==> src/rtl/cpu_stim_pkg.sv <==
// Shared types and helpers for the cpu stimulus memory harness.
package cpu_stim_pkg;

  typedef logic [1:0] state_t;

  localparam state_t StIdle = 2'd0;
  localparam state_t StRun  = 2'd1;
  localparam state_t StWait = 2'd2;
  localparam state_t StDone = 2'd3;

  // Store-log entries carry 32-bit fields; wider datapaths are truncated into them.
  typedef struct packed {
    logic [31:0] addr;
    logic [31:0] data;
  } log_entry_t;

  localparam logic [31:0] NopInst = 32'h0000_0013;

  // Byte address to word index; callers zero-extend to 64 bits.
  function automatic logic [63:0] word_idx(input logic [63:0] byte_addr);
    return byte_addr >> 2;
  endfunction

endpackage

==> src/rtl/cpu_stim_mem_sync_fifo.sv <==
// Synchronous FIFO with sticky overflow flag; DEPTH must be a power of two >= 2.
module sync_fifo #(
  parameter int unsigned WIDTH = 64,
  parameter int unsigned DEPTH = 8
) (
  input  logic             clk,
  input  logic             n_rst,
  input  logic             push,
  input  logic             pop,
  input  logic [WIDTH-1:0] wdata,
  output logic [WIDTH-1:0] rdata,
  output logic             full,
  output logic             empty,
  output logic             overflow
);

  localparam int unsigned Aw = (DEPTH > 1) ? $clog2(DEPTH) : 1;
  localparam logic [Aw:0] FullCount = DEPTH[Aw:0];

  logic [WIDTH-1:0] mem_q [DEPTH];
  logic [Aw-1:0]    wptr_q, wptr_d;
  logic [Aw-1:0]    rptr_q, rptr_d;
  logic [Aw:0]      count_q, count_d;
  logic             overflow_q, overflow_d;
  logic             do_push, do_pop;

  assign full     = (count_q == FullCount);
  assign empty    = (count_q == '0);
  assign rdata    = mem_q[rptr_q];
  assign overflow = overflow_q;

  always_comb begin
    do_pop     = pop && !empty;
    // A same-cycle pop frees the slot, so a push on full still lands.
    do_push    = push && (!full || do_pop);
    wptr_d     = wptr_q;
    rptr_d     = rptr_q;
    count_d    = count_q;
    overflow_d = overflow_q;
    if (do_push) wptr_d = wptr_q + 1'b1;
    if (do_pop)  rptr_d = rptr_q + 1'b1;
    if (do_push && !do_pop) count_d = count_q + 1'b1;
    if (!do_push && do_pop) count_d = count_q - 1'b1;
    if (push && !do_push) overflow_d = 1'b1;
  end

  always_ff @(posedge clk or negedge n_rst) begin
    if (!n_rst) begin
      wptr_q     <= '0;
      rptr_q     <= '0;
      count_q    <= '0;
      overflow_q <= 1'b0;
    end else begin
      wptr_q     <= wptr_d;
      rptr_q     <= rptr_d;
      count_q    <= count_d;
      overflow_q <= overflow_d;
    end
  end

  always_ff @(posedge clk) begin
    if (do_push) mem_q[wptr_q] <= wdata;
  end

endmodule

==> src/rtl/cpu_stim_mem.sv <==
// Instruction/data memory harness for the cpu core: loadable program, wait states,
// load/store service and a store log for self-checking benches.
module cpu_stim_mem
  import cpu_stim_pkg::*;
#(
  parameter int unsigned     XLEN        = 32,
  parameter int unsigned     IMEM_DEPTH  = 64,
  parameter int unsigned     DMEM_DEPTH  = 64,
  parameter int unsigned     LOG_DEPTH   = 8,
  parameter int unsigned     WAIT_CYCLES = 2,
  parameter int unsigned     MAX_CYCLES  = 1024,
  parameter logic [XLEN-1:0] NOP         = XLEN'(NopInst)
) (
  input  logic                          clk,
  input  logic                          n_rst,
  input  logic                          start,
  input  logic                          prog_we,
  input  logic [$clog2(IMEM_DEPTH)-1:0] prog_addr,
  input  logic [XLEN-1:0]               prog_data,
  input  logic                          wait_en,
  input  logic [XLEN-1:0]               halt_pc,
  input  logic [XLEN-1:0]               pc,
  input  logic [XLEN-1:0]               d,
  input  logic [XLEN-1:0]               address,
  input  logic                          store,
  input  logic                          load,
  output logic [XLEN-1:0]               inst,
  output logic                          stall,
  output logic [XLEN-1:0]               rdata,
  output logic                          log_valid,
  output logic [XLEN-1:0]               log_addr,
  output logic [XLEN-1:0]               log_data,
  input  logic                          log_pop,
  output logic                          log_overflow,
  output logic [31:0]                   retired,
  output logic                          done,
  output logic                          timeout
);

  localparam int unsigned ImemAw = $clog2(IMEM_DEPTH);
  localparam int unsigned DmemAw = $clog2(DMEM_DEPTH);
  localparam int unsigned WaitW  = (WAIT_CYCLES > 1) ? $clog2(WAIT_CYCLES) : 1;

  logic [XLEN-1:0] imem [IMEM_DEPTH];
  logic [XLEN-1:0] dmem [DMEM_DEPTH];

  state_t          state_q, state_d;
  logic [XLEN-1:0] last_pc_q, last_pc_d;
  logic [WaitW-1:0] wait_cnt_q, wait_cnt_d;
  logic [31:0]     retired_q, retired_d;
  logic            timeout_q, timeout_d;
  logic [XLEN-1:0] rdata_q, rdata_d;

  logic [63:0]       pc_word, addr_word;
  logic [ImemAw-1:0] imem_idx;
  logic [DmemAw-1:0] dmem_idx;
  logic              fetch_hit, addr_hit, run;
  log_entry_t        log_in, log_head;
  logic              log_empty, log_full;

  assign run       = (state_q == StRun);
  assign pc_word   = word_idx(64'(pc));
  assign addr_word = word_idx(64'(address));
  assign imem_idx  = pc_word[ImemAw-1:0];
  assign dmem_idx  = addr_word[DmemAw-1:0];
  assign fetch_hit = (pc[1:0] == 2'b00) && (pc_word < 64'(IMEM_DEPTH));
  assign addr_hit  = (addr_word < 64'(DMEM_DEPTH));

  always_comb begin
    state_d    = state_q;
    last_pc_d  = last_pc_q;
    wait_cnt_d = wait_cnt_q;
    retired_d  = retired_q;
    timeout_d  = timeout_q;
    unique case (state_q)
      StIdle: begin
        if (start) begin
          state_d   = StRun;
          last_pc_d = pc;
        end
      end
      StRun: begin
        retired_d = retired_q + 32'd1;
        // Halt wins over timeout when both land on the same cycle.
        if (pc == halt_pc) begin
          state_d = StDone;
        end else if (retired_d == 32'(MAX_CYCLES)) begin
          state_d   = StDone;
          timeout_d = 1'b1;
        end else if (wait_en && (WAIT_CYCLES != 0) && (pc != last_pc_q)) begin
          state_d    = StWait;
          wait_cnt_d = '0;
        end else begin
          last_pc_d = pc;
        end
      end
      StWait: begin
        if (wait_cnt_q == WaitW'(WAIT_CYCLES - 1)) begin
          state_d   = StRun;
          last_pc_d = pc;
        end else begin
          wait_cnt_d = wait_cnt_q + 1'b1;
        end
      end
      StDone: begin
        state_d = StDone;
      end
      default: state_d = StIdle;
    endcase
  end

  // Read-before-write: a same-cycle store does not affect the returned word.
  always_comb begin
    rdata_d = rdata_q;
    if (run && load) rdata_d = addr_hit ? dmem[dmem_idx] : '0;
  end

  always_ff @(posedge clk or negedge n_rst) begin
    if (!n_rst) begin
      state_q    <= StIdle;
      last_pc_q  <= '0;
      wait_cnt_q <= '0;
      retired_q  <= '0;
      timeout_q  <= 1'b0;
      rdata_q    <= '0;
    end else begin
      state_q    <= state_d;
      last_pc_q  <= last_pc_d;
      wait_cnt_q <= wait_cnt_d;
      retired_q  <= retired_d;
      timeout_q  <= timeout_d;
      rdata_q    <= rdata_d;
    end
  end

  always_ff @(posedge clk) begin
    if (prog_we && (state_q == StIdle)) imem[prog_addr] <= prog_data;
  end

  always_ff @(posedge clk) begin
    if (run && store && addr_hit) dmem[dmem_idx] <= d;
  end

  assign log_in.addr = 32'(address);
  assign log_in.data = 32'(d);

  sync_fifo #(
    .WIDTH ($bits(log_entry_t)),
    .DEPTH (LOG_DEPTH)
  ) u_log (
    .clk      (clk),
    .n_rst    (n_rst),
    .push     (run && store),
    .pop      (log_pop),
    .wdata    (log_in),
    .rdata    (log_head),
    .full     (log_full),
    .empty    (log_empty),
    .overflow (log_overflow)
  );

  assign inst      = (run && fetch_hit) ? imem[imem_idx] : NOP;
  assign stall     = !run;
  assign rdata     = rdata_q;
  assign log_valid = !log_empty;
  assign log_addr  = XLEN'(log_head.addr);
  assign log_data  = XLEN'(log_head.data);
  assign retired   = retired_q;
  assign done      = (state_q == StDone);
  assign timeout   = timeout_q;

endmodule

==> config.mk <==
export PLATFORM = sky130hd
export DESIGN_NAME = cpu_stim_mem
export DESIGN_NICKNAME = d
export VERILOG_FILES = /design/src/rtl/cpu_stim_pkg.sv /design/src/rtl/cpu_stim_mem_sync_fifo.sv /design/src/rtl/cpu_stim_mem.sv
export SDC_FILE = /design/constraint.sdc
export NUM_CORES = 2
export LEC_CHECK = 0
export ABC_CLOCK_PERIOD_IN_PS = 7800
export CAP_MARGIN = 5
export CELL_PAD_IN_SITES_DETAIL_PLACEMENT = 0
export CELL_PAD_IN_SITES_GLOBAL_PLACEMENT = 1
export CORE_MARGIN = 1.5
export CORE_UTILIZATION = 25
export CTS_BUF_LIST = sky130_fd_sc_hd__clkbuf_8
export CTS_CLUSTER_DIAMETER = 80
export CTS_CLUSTER_SIZE = 16
export DETAILED_ROUTE_END_ITERATION = 16
export HOLD_SLACK_MARGIN = 0.08
export PLACE_DENSITY_LB_ADDON = 0.1
export SLEW_MARGIN = 20
export SYNTH_ARGS = -nofsm -noshare
export SYNTH_HDL_FRONTEND = slang
export SYNTH_MEMORY_MAX_BITS = 65536
export SYNTH_SLANG_ARGS = --single-unit
export TNS_END_PERCENT = 10
==> constraint.sdc <==
create_clock -name clk -period 7.8 [get_ports clk]
set_input_delay 1.56 -clock clk [delete_from_list [all_inputs] [get_ports clk]]
set_output_delay 1.56 -clock clk [all_outputs]
set_load 0.05 [all_outputs]
==> impl_metrics.ini <==
[hold_path]
worstHoldPathCells = 1
worst_hold_startpoint = u_log.overflow$_DFFE_PN0P_
holdPathEnd = u_log.overflow$_DFFE_PN0P_
timing.hold.worst.class = reg2reg

[setup_path]
cp.arrival_ns = 5.14
cp.required_ns = 6.24
worst_r2r_startpoint = retired[20]$_DFFE_PN0N_
crit_fanout = 31
rr_worst_depth = 9
critical_path.reg2reg.endpoint = last_pc_q[19]$_DFFE_PN0P_
worst-setup-path-type = in2out
worstSetupEndpointType = output port
worstSetupStartpointType = primary input
timing.reg2reg.setup_slack_ns = 2.99

[logic_synthesis]
synth_fp_nets = 8483
number_of_synthesized_register_bits = 4719
largest_area_contributor_in_the_netlist = sky130_fd_sc_hd__edfxtp_1
ys.flop_type = sky130_fd_sc_hd__edfxtp_1
synth_enable_flop_cells = 4608
yosys.area.top_type_share_pct = 78.6
yosysSeqAreaShare_pct = 80.2
syn_area_sq_mm = 0.176
ys_async_sr_fraction_pct = 2.35
synth_area_per_cell_sq_um = 21.2
yosys.cell_types.count = 66
synth.yosys.warnings = 0
syn-instance-count = 8302
synth_area_leaders = sky130_fd_sc_hd__edfxtp_1 79%, sky130_fd_sc_hd__mux4_2 10%, sky130_fd_sc_hd__o22ai_1 3.1%, sky130_fd_sc_hd__dfrtp_1 1.6%, sky130_fd_sc_hd__nor4_1 0.69%

[sta]
final_max_slew_viol_count = 0
rsz0062_at_grt = false
period_minus_slack_ns = 6.70
timing.final.crit_share_pct = 85.9
setup_viol = 0
max_freq_ghz = 0.149
clock_tree_skew_after_final_layout_ns = 0.180
slew_headroom_pct = 24.5
worst_tran_pin_value_ns = 1.13
tns_ns = 0
timing.final.hold_violations = 0

[die]
initial_utilization_pct = 25.1
dieArea_sq_mm = 0.709
placementRows = 308
top_level_ports = 339
design.core.area_sq_mm = 0.703
die_h_um = 842
floorplan.die.width_um = 842

[cells_and_area]
final_layout_size_suffix_gt1_share_pct = 23.7
area_growth_pct = 15.0
commonest_non_fill_non_tap_cell_in_the_layout = sky130_fd_sc_hd__edfxtp_1
design.final.nets = 9213
layout.cells.most_common_list = 4608 x sky130_fd_sc_hd__edfxtp_1, 885 x sky130_fd_sc_hd__o22ai_1, 802 x sky130_fd_sc_hd__mux4_2

[power_and_ir_drop]
ir_drop_uv = 240
post-layout-total-power_mw = 47.6
power_density_mw_per_mm2 = 235
power.static_leakage_nw = 60.2

[global_routing]
grt_max_degree = 109
globalRoute.totalOverflow = 0
initial_antenna_violation_count = 76
wire_length_of_the_first_global_routing_pass_um = 838000
globalRouteTotalUtil_pct = 17.0
first_global_vias = 92641

[placed_design]
place_congestion = 0.743
buffer_ports.inserted = 338
hpwlAfterDp_um = 356000

[cts]
clock_path_buffers = 4
worst_skew_pair.late_latency_ns = 1.27
post-cts-setup-buffer-count = 0
clock_tree.htree_level_count = 5
clk_pin_slew_ns = 0.10
cts_hold_buffers = 1
cts_root_buf = sky130_fd_sc_hd__clkbuf_8
post_cts.resized_instances = 0
clock-sinks = 4719
cts_inserted_buffers = 377
cts_tree = done

[routing]
route.detailed.wl_per_inst_um = 33.6
drt.antenna.violating_nets = 0
via_count = 89326
totalWireLength_um = 625000
detail_route.vias_per_cell = 4.80
dr.first_iter.drc_count = 8668
first_pass_iters = 5
drcViolationCount = 0

[status]
run_status = finished, final reports clean

[run]
timing.max_cap.violations = 0
==> metrics by stage <==
stage               hold WS [ns]  std cells  area, sq um  utilization, %  worst slack [ns]
floorplan                  0.462       8302       176000               -             0.406
global placement           0.462      17948       195000            27.8             0.959
detailed placement         0.461      17951       195000            27.8              1.09
CTS                        0.422      18559       202000            28.8              1.06
global route               0.486      18573       202000            28.8             0.973
finish                     0.482      18594       203000            28.8              1.10
==> cells in the mapped netlist (all sizes together), types with 8 or more instances <==
cell / number
a211oi: 37
mux2i: 32
nand3: 31
nand2b: 16
o41ai: 16
xnor2: 62
o22a: 58
o22ai: 885
clkbuf: 314
buf: 175
or2: 8
mux2: 110
a22oi: 22
nor3: 74
nand2: 96
xor2: 51
or4: 14
o21ai: 49
nor2b: 39
a22o: 13
o221ai: 71
a21o: 8
a21oi: 49
inv: 10
or3: 9
mux4: 802
nor4: 195
dfrtp: 111
edfxtp: 4608
nor2: 212
nand3b: 10
nand4: 35
==> layer usage <==
layer	global-route usage, %	vias to the layer above	part of all wire, %
li1	-	36718	-
met1	23.2	49452	44
met2	28.5	2407	48
met3	2.71	719	4.9
met4	4.13	30	2.7
met5	0	-	0.028
==> report_power, final <==
part / internal, mW / switching, mW / leakage (nW)
combinational: 2.02 / 3.34 / 13.5
sequential: 27.8 / 0.138 / 42.9
clock: 5.41 / 8.88 / 3.83
total: 35.2 / 12.4 / 60.2
==> how the worst max path moves through the flow <==
stage            start                          end  slack (ns)  cells past startpoint
2_1_floorplan  log_pop  u_log.mem_q[2][0]$_DFFE_PP_        0.41                      4
3_3_place_gp    pc[14]                     inst[10]        0.96                      7
3_5_place_dp    pc[10]                     inst[10]        1.09                      7
4_1_cts         pc[10]                     inst[10]        1.06                      7
5_1_grt          pc[2]                     inst[11]        0.97                      8
6_report         pc[2]                     inst[11]        1.10                      8
==> flip-flops by register name, indices dropped and copies added (netlist names) <==
register,flops
u_log.rptr_q,3
dmem,2048
rdata,32
wait_cnt_q,1
u_log.count_q,4
retired,32
u_log.overflow,1
u_log.mem_q,512
u_log.wptr_q,3
imem,2048
state_q,2
last_pc_q,32
timeout,1
==> cells by family (layout without fill, tap and decap cells) <==
group | Yosys count | after routing | share of synthesized area (%)
compound gates | 1257 | 1257 | 4.74
xor+xnor | 113 | 113 | 0.562
fa+ha+maj | 7 | 7 | 0.0540
buf+inv | 499 | 1457 | 1.09
flops | 4719 | 4719 | 80.2
mux | 944 | 944 | 11.1
other cells | 0 | 34 | 0
simple gates | 763 | 763 | 2.25
==> cell type report <==
class / count / area (sq um)
sequential: 4719 / 141000
tap: 9300 / 11600
inverter: 10 / 37.5
clock inverter: 215 / 1820
antenna: 34 / 85.1
clock buffer: 392 / 5400
timing repair buffer: 840 / 8310
fill: 68685 / 500000
multi-input combinational: 3084 / 34100
==> critical path, stage by stage <==
cell	delay, ns
sky130_fd_sc_hd__buf_8	0.34
sky130_fd_sc_hd__buf_12	0.27
sky130_fd_sc_hd__buf_4	0.33
sky130_fd_sc_hd__mux4_2	0.55
sky130_fd_sc_hd__mux4_2	0.51
sky130_fd_sc_hd__mux4_2	0.49
sky130_fd_sc_hd__nor2b_1	0.21
sky130_fd_sc_hd__clkdlybuf4s50_1	0.76
Note: power is estimated with default switching activity, not from simulation.
